$ cat src/rtl/mbt_pkg.sv
// Shared types and constants for the memory beat timer: FSM states,
// default phase slots and a one-hot helper.
package mbt_pkg;

  typedef enum logic [1:0] {
    IDLE    = 2'd0,
    RUN     = 2'd1,
    STRETCH = 2'd2
  } state_t;

  localparam int unsigned DEF_PHASES  = 5;
  localparam int unsigned DEF_BEATS   = 2;
  localparam int unsigned DEF_RD_PH   = 0;
  localparam int unsigned DEF_WR_PH   = 1;
  localparam int unsigned DEF_WAIT_PH = 2;
  localparam int unsigned DEF_EXT_PH  = 3;

  localparam int unsigned ONEHOT_MAX  = 64;

  // One-hot of idx within an n-wide field; zero when idx is out of range.
  function automatic logic [ONEHOT_MAX-1:0] onehot(input int unsigned idx, input int unsigned n);
    logic [ONEHOT_MAX-1:0] v;
    v = '0;
    if (idx < n && idx < ONEHOT_MAX) v = ONEHOT_MAX'(1) << idx;
    return v;
  endfunction

endpackage

$ cat src/rtl/mem_beat_timer_if.sv
// Control/strobe bundle between the CPU control unit and the beat timer.
interface mem_beat_timer_if
  import mbt_pkg::*;
#(
  parameter int unsigned PHASES = DEF_PHASES,
  parameter int unsigned BEATS  = DEF_BEATS
);
  localparam int unsigned BW = (BEATS > 1) ? $clog2(BEATS) : 1;

  logic              i_start;
  logic              i_halt;
  logic              i_wait;
  logic              i_extend;
  logic [PHASES-1:0] o_phase;
  logic [BEATS-1:0]  o_beat;
  logic [BW-1:0]     o_beat_idx;
  logic              o_busy;
  logic              o_ext;
  logic              o_rd;
  logic              o_wr;
  logic              o_cycle_end;

  modport master (
    output i_start, i_halt, i_wait, i_extend,
    input  o_phase, o_beat, o_beat_idx, o_busy, o_ext, o_rd, o_wr, o_cycle_end
  );

  modport slave (
    input  i_start, i_halt, i_wait, i_extend,
    output o_phase, o_beat, o_beat_idx, o_busy, o_ext, o_rd, o_wr, o_cycle_end
  );

endinterface

$ cat src/rtl/mbt_onehot_dec.sv
// Binary-to-one-hot decoder with enable, shared by the phase and beat outputs.
module mbt_onehot_dec
  import mbt_pkg::*;
#(
  parameter int unsigned N  = 4,
  parameter int unsigned IW = (N > 1) ? $clog2(N) : 1
) (
  input  logic [IW-1:0] idx,
  input  logic          en,
  output logic [N-1:0]  y
);

  if (N > ONEHOT_MAX) begin : g_chk_n
    $error("mbt_onehot_dec: N exceeds ONEHOT_MAX");
  end

  always_comb begin
    y = '0;
    if (en) y = N'(onehot(32'(idx), N));
  end

endmodule

$ cat src/rtl/mem_beat_timer.sv
// Memory-cycle timing generator: walks PHASES slots per cycle, stretches on
// a memory wait and advances a one-hot beat at each unextended cycle end.
module mem_beat_timer
  import mbt_pkg::*;
#(
  parameter int unsigned PHASES  = DEF_PHASES,
  parameter int unsigned BEATS   = DEF_BEATS,
  parameter int unsigned RD_PH   = DEF_RD_PH,
  parameter int unsigned WR_PH   = DEF_WR_PH,
  parameter int unsigned WAIT_PH = DEF_WAIT_PH,
  parameter int unsigned EXT_PH  = DEF_EXT_PH
) (
  input  logic             clk,
  input  logic             rst,
  mem_beat_timer_if.slave  bus
);

  localparam int unsigned PW   = (PHASES > 1) ? $clog2(PHASES) : 1;
  localparam int unsigned BW   = (BEATS > 1) ? $clog2(BEATS) : 1;
  localparam int unsigned LAST = PHASES - 1;

  if (PHASES < 3) begin : g_chk_phases
    $error("mem_beat_timer: PHASES must be >= 3");
  end
  if (BEATS < 2) begin : g_chk_beats
    $error("mem_beat_timer: BEATS must be >= 2");
  end
  if (RD_PH >= PHASES || WR_PH >= PHASES || WAIT_PH >= PHASES || EXT_PH >= PHASES) begin : g_chk_ph
    $error("mem_beat_timer: every *_PH must be < PHASES");
  end

  state_t        state, state_n;
  logic [PW-1:0] ph, ph_n;
  logic [BW-1:0] bt, bt_n;
  logic          ext, ext_n;
  logic          wait_done, wait_done_n;
  logic          stall_c, end_c, busy_c;

  // wait_done marks the slot right after a stretch so a wait on the last
  // phase is honoured only once before the cycle closes.
  assign stall_c = (state == RUN) && (ph == PW'(WAIT_PH)) && bus.i_wait && !wait_done;
  assign end_c   = (state == RUN) && (ph == PW'(LAST)) && !stall_c;
  assign busy_c  = (state != IDLE);

  always_ff @(posedge clk or posedge rst) begin
    if (rst) begin
      state     <= IDLE;
      ph        <= '0;
      bt        <= '0;
      ext       <= 1'b0;
      wait_done <= 1'b0;
    end else begin
      state     <= state_n;
      ph        <= ph_n;
      bt        <= bt_n;
      ext       <= ext_n;
      wait_done <= wait_done_n;
    end
  end

  // Next-state: phase walk, stretch hold, cycle-end beat advance and restart.
  always_comb begin
    state_n     = state;
    ph_n        = ph;
    bt_n        = bt;
    ext_n       = ext;
    wait_done_n = 1'b0;
    case (state)
      IDLE: begin
        if (bus.i_start) begin
          state_n = RUN;
          ph_n    = '0;
        end
      end
      RUN: begin
        if (ph == PW'(EXT_PH)) ext_n = bus.i_extend;
        if (stall_c) begin
          state_n = STRETCH;
        end else if (end_c) begin
          if (!ext) bt_n = (bt == BW'(BEATS - 1)) ? '0 : bt + BW'(1);
          ph_n = '0;
          if (!(bus.i_start && !bus.i_halt)) state_n = IDLE;
        end else begin
          ph_n = ph + PW'(1);
        end
      end
      STRETCH: begin
        if (!bus.i_wait) begin
          state_n     = RUN;
          wait_done_n = 1'b1;
          if (WAIT_PH != LAST) ph_n = ph + PW'(1);
        end
      end
      default: state_n = IDLE;
    endcase
  end

  // Output decode straight from the state registers.
  always_comb begin
    bus.o_busy      = busy_c;
    bus.o_rd        = (state == RUN) && (ph == PW'(RD_PH)) && (bt == '0);
    bus.o_wr        = (state == RUN) && (ph == PW'(WR_PH)) && (bt == BW'(BEATS - 1));
    bus.o_cycle_end = end_c;
    bus.o_ext       = ext;
    bus.o_beat_idx  = bt;
  end

  mbt_onehot_dec #(.N(PHASES), .IW(PW)) u_phase_dec (
    .idx (ph),
    .en  (busy_c),
    .y   (bus.o_phase)
  );

  mbt_onehot_dec #(.N(BEATS), .IW(BW)) u_beat_dec (
    .idx (bt),
    .en  (1'b1),
    .y   (bus.o_beat)
  );

endmodule

$ cat src/flat_wrapper.sv
// flat-port wrapper written by rule: the top's interface ports become plain ports
module mem_beat_timer_flat import mbt_pkg::*;
#(
  parameter int unsigned PHASES  = DEF_PHASES,
  parameter int unsigned BEATS   = DEF_BEATS,
  parameter int unsigned RD_PH   = DEF_RD_PH,
  parameter int unsigned WR_PH   = DEF_WR_PH,
  parameter int unsigned WAIT_PH = DEF_WAIT_PH,
  parameter int unsigned EXT_PH  = DEF_EXT_PH
)
  (clk, rst, bus_i_start, bus_i_halt, bus_i_wait, bus_i_extend, bus_o_phase, bus_o_beat, bus_o_beat_idx, bus_o_busy, bus_o_ext, bus_o_rd, bus_o_wr, bus_o_cycle_end);
  mem_beat_timer_if #(.PHASES(PHASES), .BEATS(BEATS)) bus_i ();
  input  logic clk;
  input  logic rst;
  input wire logic [$bits(bus_i.i_start)-1:0] bus_i_start;
  input wire logic [$bits(bus_i.i_halt)-1:0] bus_i_halt;
  input wire logic [$bits(bus_i.i_wait)-1:0] bus_i_wait;
  input wire logic [$bits(bus_i.i_extend)-1:0] bus_i_extend;
  output wire logic [$bits(bus_i.o_phase)-1:0] bus_o_phase;
  output wire logic [$bits(bus_i.o_beat)-1:0] bus_o_beat;
  output wire logic [$bits(bus_i.o_beat_idx)-1:0] bus_o_beat_idx;
  output wire logic [$bits(bus_i.o_busy)-1:0] bus_o_busy;
  output wire logic [$bits(bus_i.o_ext)-1:0] bus_o_ext;
  output wire logic [$bits(bus_i.o_rd)-1:0] bus_o_rd;
  output wire logic [$bits(bus_i.o_wr)-1:0] bus_o_wr;
  output wire logic [$bits(bus_i.o_cycle_end)-1:0] bus_o_cycle_end;
  assign bus_i.i_start = bus_i_start;
  assign bus_i.i_halt = bus_i_halt;
  assign bus_i.i_wait = bus_i_wait;
  assign bus_i.i_extend = bus_i_extend;
  assign bus_o_phase = bus_i.o_phase;
  assign bus_o_beat = bus_i.o_beat;
  assign bus_o_beat_idx = bus_i.o_beat_idx;
  assign bus_o_busy = bus_i.o_busy;
  assign bus_o_ext = bus_i.o_ext;
  assign bus_o_rd = bus_i.o_rd;
  assign bus_o_wr = bus_i.o_wr;
  assign bus_o_cycle_end = bus_i.o_cycle_end;
  mem_beat_timer #(.PHASES(PHASES), .BEATS(BEATS), .RD_PH(RD_PH), .WR_PH(WR_PH), .WAIT_PH(WAIT_PH), .EXT_PH(EXT_PH)) u_core (.clk(clk), .rst(rst), .bus(bus_i));
endmodule
$ cat config.mk
export PLATFORM = sky130hd
export DESIGN_NAME = mem_beat_timer_flat
export DESIGN_NICKNAME = d
export VERILOG_FILES = /design/src/rtl/mbt_pkg.sv /design/src/rtl/mem_beat_timer_if.sv /design/src/rtl/mbt_onehot_dec.sv /design/src/rtl/mem_beat_timer.sv /design/src/flat_wrapper.sv
export SDC_FILE = /design/constraint.sdc
export NUM_CORES = 1
export LEC_CHECK = 0
export CAP_MARGIN = 20
export CORE_MARGIN = 1
export CORE_UTILIZATION = 44
export CTS_CLUSTER_DIAMETER = 60
export DETAILED_ROUTE_END_ITERATION = 12
export HOLD_SLACK_MARGIN = 0.08
export PLACE_DENSITY_LB_ADDON = 0.05
export SYNTH_ARGS = -nofsm -noshare
export SYNTH_HDL_FRONTEND = slang
export SYNTH_SLANG_ARGS = --single-unit
export TNS_END_PERCENT = 5
$ cat constraint.sdc
create_clock -name clk -period 1.84 [get_ports clk]
set_input_delay 0.184 -clock clk [delete_from_list [all_inputs] [get_ports clk]]
set_output_delay 0.184 -clock clk [all_outputs]
set_load 0.03 [all_outputs]
==> flow_metrics.py <==
metrics = {
    "drt": {
        "drc": 0,
        "via_count": 532,
        "first_pass_iters": 4,
        "routed_wl_um": 1320,
        "wire_per_inst_um": 12.7,
        "first_iter_violations": 2,
        "vias_per_cell": 5.12,
        "drtAntennaViolNets": 0,
    },
    "sta": {
        "clock_skew_ns": 0.00519,
        "worst_slack_ns": 0.0619,
        "worst_pin_slew_ns": 0.336,
        "fin_setup_tns_ns": 0,
        "fmaxAchievable_ghz": 0.562,
        "fin_crit_sh_pct": 96.6,
        "fin_crit_ns": 1.78,
        "slew_headroom_pct": 77.6,
        "setup_violations": 0,
        "rsz0062_at_grt": "yes",
        "whs_ns": 0.169,
        "hold_viol": 0,
        "slew_violations": 0,
    },
    "yosys": {
        "seq_area_frac_synth_pct": 32.7,
        "netlist_instances": 64,
        "synth_cell_types": 26,
        "yosys_register_bits": 8,
        "ys_warn_count": 0,
        "synth_area_um2": 613,
        "syn_nets": 79,
        "synth_area_per_cell_um2": 9.58,
    },
    "global_routing": {
        "grt_max_degree": 9,
        "grt-ovfl-total": 0,
        "antenna_found_initial": 0,
        "grt_usage_pct": 21.2,
        "grt_first_pass_wirelength_um": 2080,
        "grt_pass1_vias": 483,
    },
    "placement": {
        "portBuffers": 18,
        "hpwl_um": 1090,
        "gp_congestion": 0.842,
        "dpl_cell_area_um2": 843,
        "dp_cells": 101,
        "post-place-ws_ns": -0.00257,
    },
    "clock_tree": {
        "cts_inserted_buffers": 3,
        "post_cts_buffers": 0,
        "cts.path.max_buffers": 2,
        "cts_tree": "built",
        "worstSkewPairLatency_ns": 0.26,
        "path_clk_slew_ns": 0.06,
        "root_buffer": "clkbuf_4",
        "clock-sinks": 8,
        "cts_htree_levels": 1,
        "hold_buffers": 0,
    },
    "final_layout": {
        "drive_gt1_share_pct": 23.6,
        "antennaDiodeCount": 0,
        "mostFrequentLayoutCells": "inv_1 (9), clkdlybuf4s50_1 (9), ha_1 (8), dfrtp_1 (8), buf_4 (7)",
        "final_area_um2": 853,
        "syn2layout_area_growth_pct": 39.2,
        "fin_cells": 104,
        "utilization_pct": 65.6,
        "fin_nets": 106,
    },
    "run_status": {
        "status": "complete, no violations",
    },
    "run": {
        "maxCapViolations": 0,
    },
    "critical_path": {
        "cp-end-kind": "register",
        "worstReg2RegEnd": "u_core.ph[0]$_DFFE_PP0P_",
        "reg2reg_setup_slack_ns": 0.06,
        "r2r_start": "u_core.state[1]$_DFFE_PP0P_",
        "critical_path_class": "register to register",
        "worst_setup_path_start_kind": "register",
        "cp.required_ns": 1.98,
        "r2r_cells": 6,
        "path_max_fanout": 8,
        "cp_data_arrival_time_ns": 1.92,
    },
    "power": {
        "p_leak_nw": 0.412,
        "ir_drop_mv": 0.825,
        "power.density_nw_per_um2": 1580,
        "power_mw": 1.35,
    },
    "die": {
        "fp.dieH_um": 39.3,
        "io_pins": 19,
        "core_um2": 1300,
        "dieWidth_um": 39.3,
        "rows": 13,
        "initial_core_util_pct": 47.1,
        "die-area_um2": 1550,
    },
    "worst_hold_path": {
        "hold_path.class": "input pin to async pin",
    },
}
worst max-delay path by stage:
stage                                start                          end  slack [ns]  cells past startpoint
3_3_place_gp   u_core.state[1]$_DFFE_PP0P_              bus_o_cycle_end      -0.001                      4
6_report       u_core.state[1]$_DFFE_PP0P_     u_core.ph[0]$_DFFE_PP0P_        0.06                      6
2_1_floorplan     u_core.ph[0]$_DFFE_PP0P_  u_core.state[0]$_DFFE_PP0P_        0.17                      6
4_1_cts        u_core.state[1]$_DFFE_PP0P_                     bus_o_wr      0.0003                      4
3_5_place_dp   u_core.state[1]$_DFFE_PP0P_              bus_o_cycle_end      -0.003                      4
5_1_grt        u_core.state[1]$_DFFE_PP0P_     u_core.ph[0]$_DFFE_PP0P_       -0.01                      6
worst max-delay path: stages (launching register included):
cell and delay (ns):
dfrtp_1 0.40, inv_1 0.10, ha_2 0.26, nand2_1 0.08, or3_4 0.35, nand2_1 0.13
mux2_2 0.34
timing repair:
action                     CTS  global route
gates resized for setup      9             9
setup endpoints to repair    7            11
pin swaps                    0             0
synth_stat cells:
library cell / instances / area [µm²]
a21boi_1: 1 / 7.51
a221oi_2: 1 / 15.0
a31oi_1: 1 / 6.26
and3_1: 4 / 25.0
and3_2: 1 / 7.51
and4_1: 2 / 17.5
buf_4: 1 / 7.51
dfrtp_1: 8 / 200
ha_1: 9 / 113
inv_1: 9 / 33.8
mux2_2: 2 / 22.5
mux2i_1: 1 / 10.0
nand2_1: 6 / 22.5
nand2b_4: 1 / 13.8
nor2_1: 2 / 7.51
nor2b_1: 2 / 12.5
nor3_1: 1 / 5.00
nor4_1: 1 / 6.26
o211ai_1: 1 / 7.51
o21ai_0: 4 / 20.0
o21ai_1: 1 / 5.00
o21bai_1: 1 / 7.51
o32a_1: 1 / 10.0
or3_4: 1 / 11.3
or4b_1: 1 / 10.0
xnor2_1: 1 / 8.76
routing by layer:
metal  vias up  global-route usage [%]  part of all wire [%]
met2        14                    30.8                    45
met5         -                       0                     0
met1       241                    28.0                    48
li1        272                       -                     -
met3         5                    3.41                   4.1
met4         0                    15.5                   3.0
power by group:
part,switching [mW],internal [mW]
clock network,0.0639,0.0749
logic,0.539,0.393
registers,0.0464,0.235
total,0.649,0.703
layout make-up:
cell class / instances / area, µm²
inverter: 9 / 33.8
clock buffer: 3 / 22.5
tap: 15 / 18.8
multi-input combinational: 46 / 380
timing repair buffer: 23 / 198
fill: 114 / 448
sequential: 8 / 200
logic make-up (layout without fill, tap and decap cells):
group | Yosys count | after routing | synth area share (%)
adders and majority gates | 9 | 9 | 18.4
buffers and inverters | 10 | 35 | 6.73
DFF | 8 | 8 | 32.7
xor gates and xnor gates | 1 | 1 | 1.43
AOI/OAI and AO/OA | 11 | 11 | 12.9
and+or+nand+nor | 22 | 22 | 22.7
muxes | 3 | 3 | 5.31
sequential cells by signal (all words and copies together) (netlist names):
register	flops
u_core.bus.o_beat_idx	1
u_core.bus.o_ext	1
u_core.ph	3
u_core.state	2
u_core.wait_done	1
No activity file was read; power rests on OpenSTA's default activity.
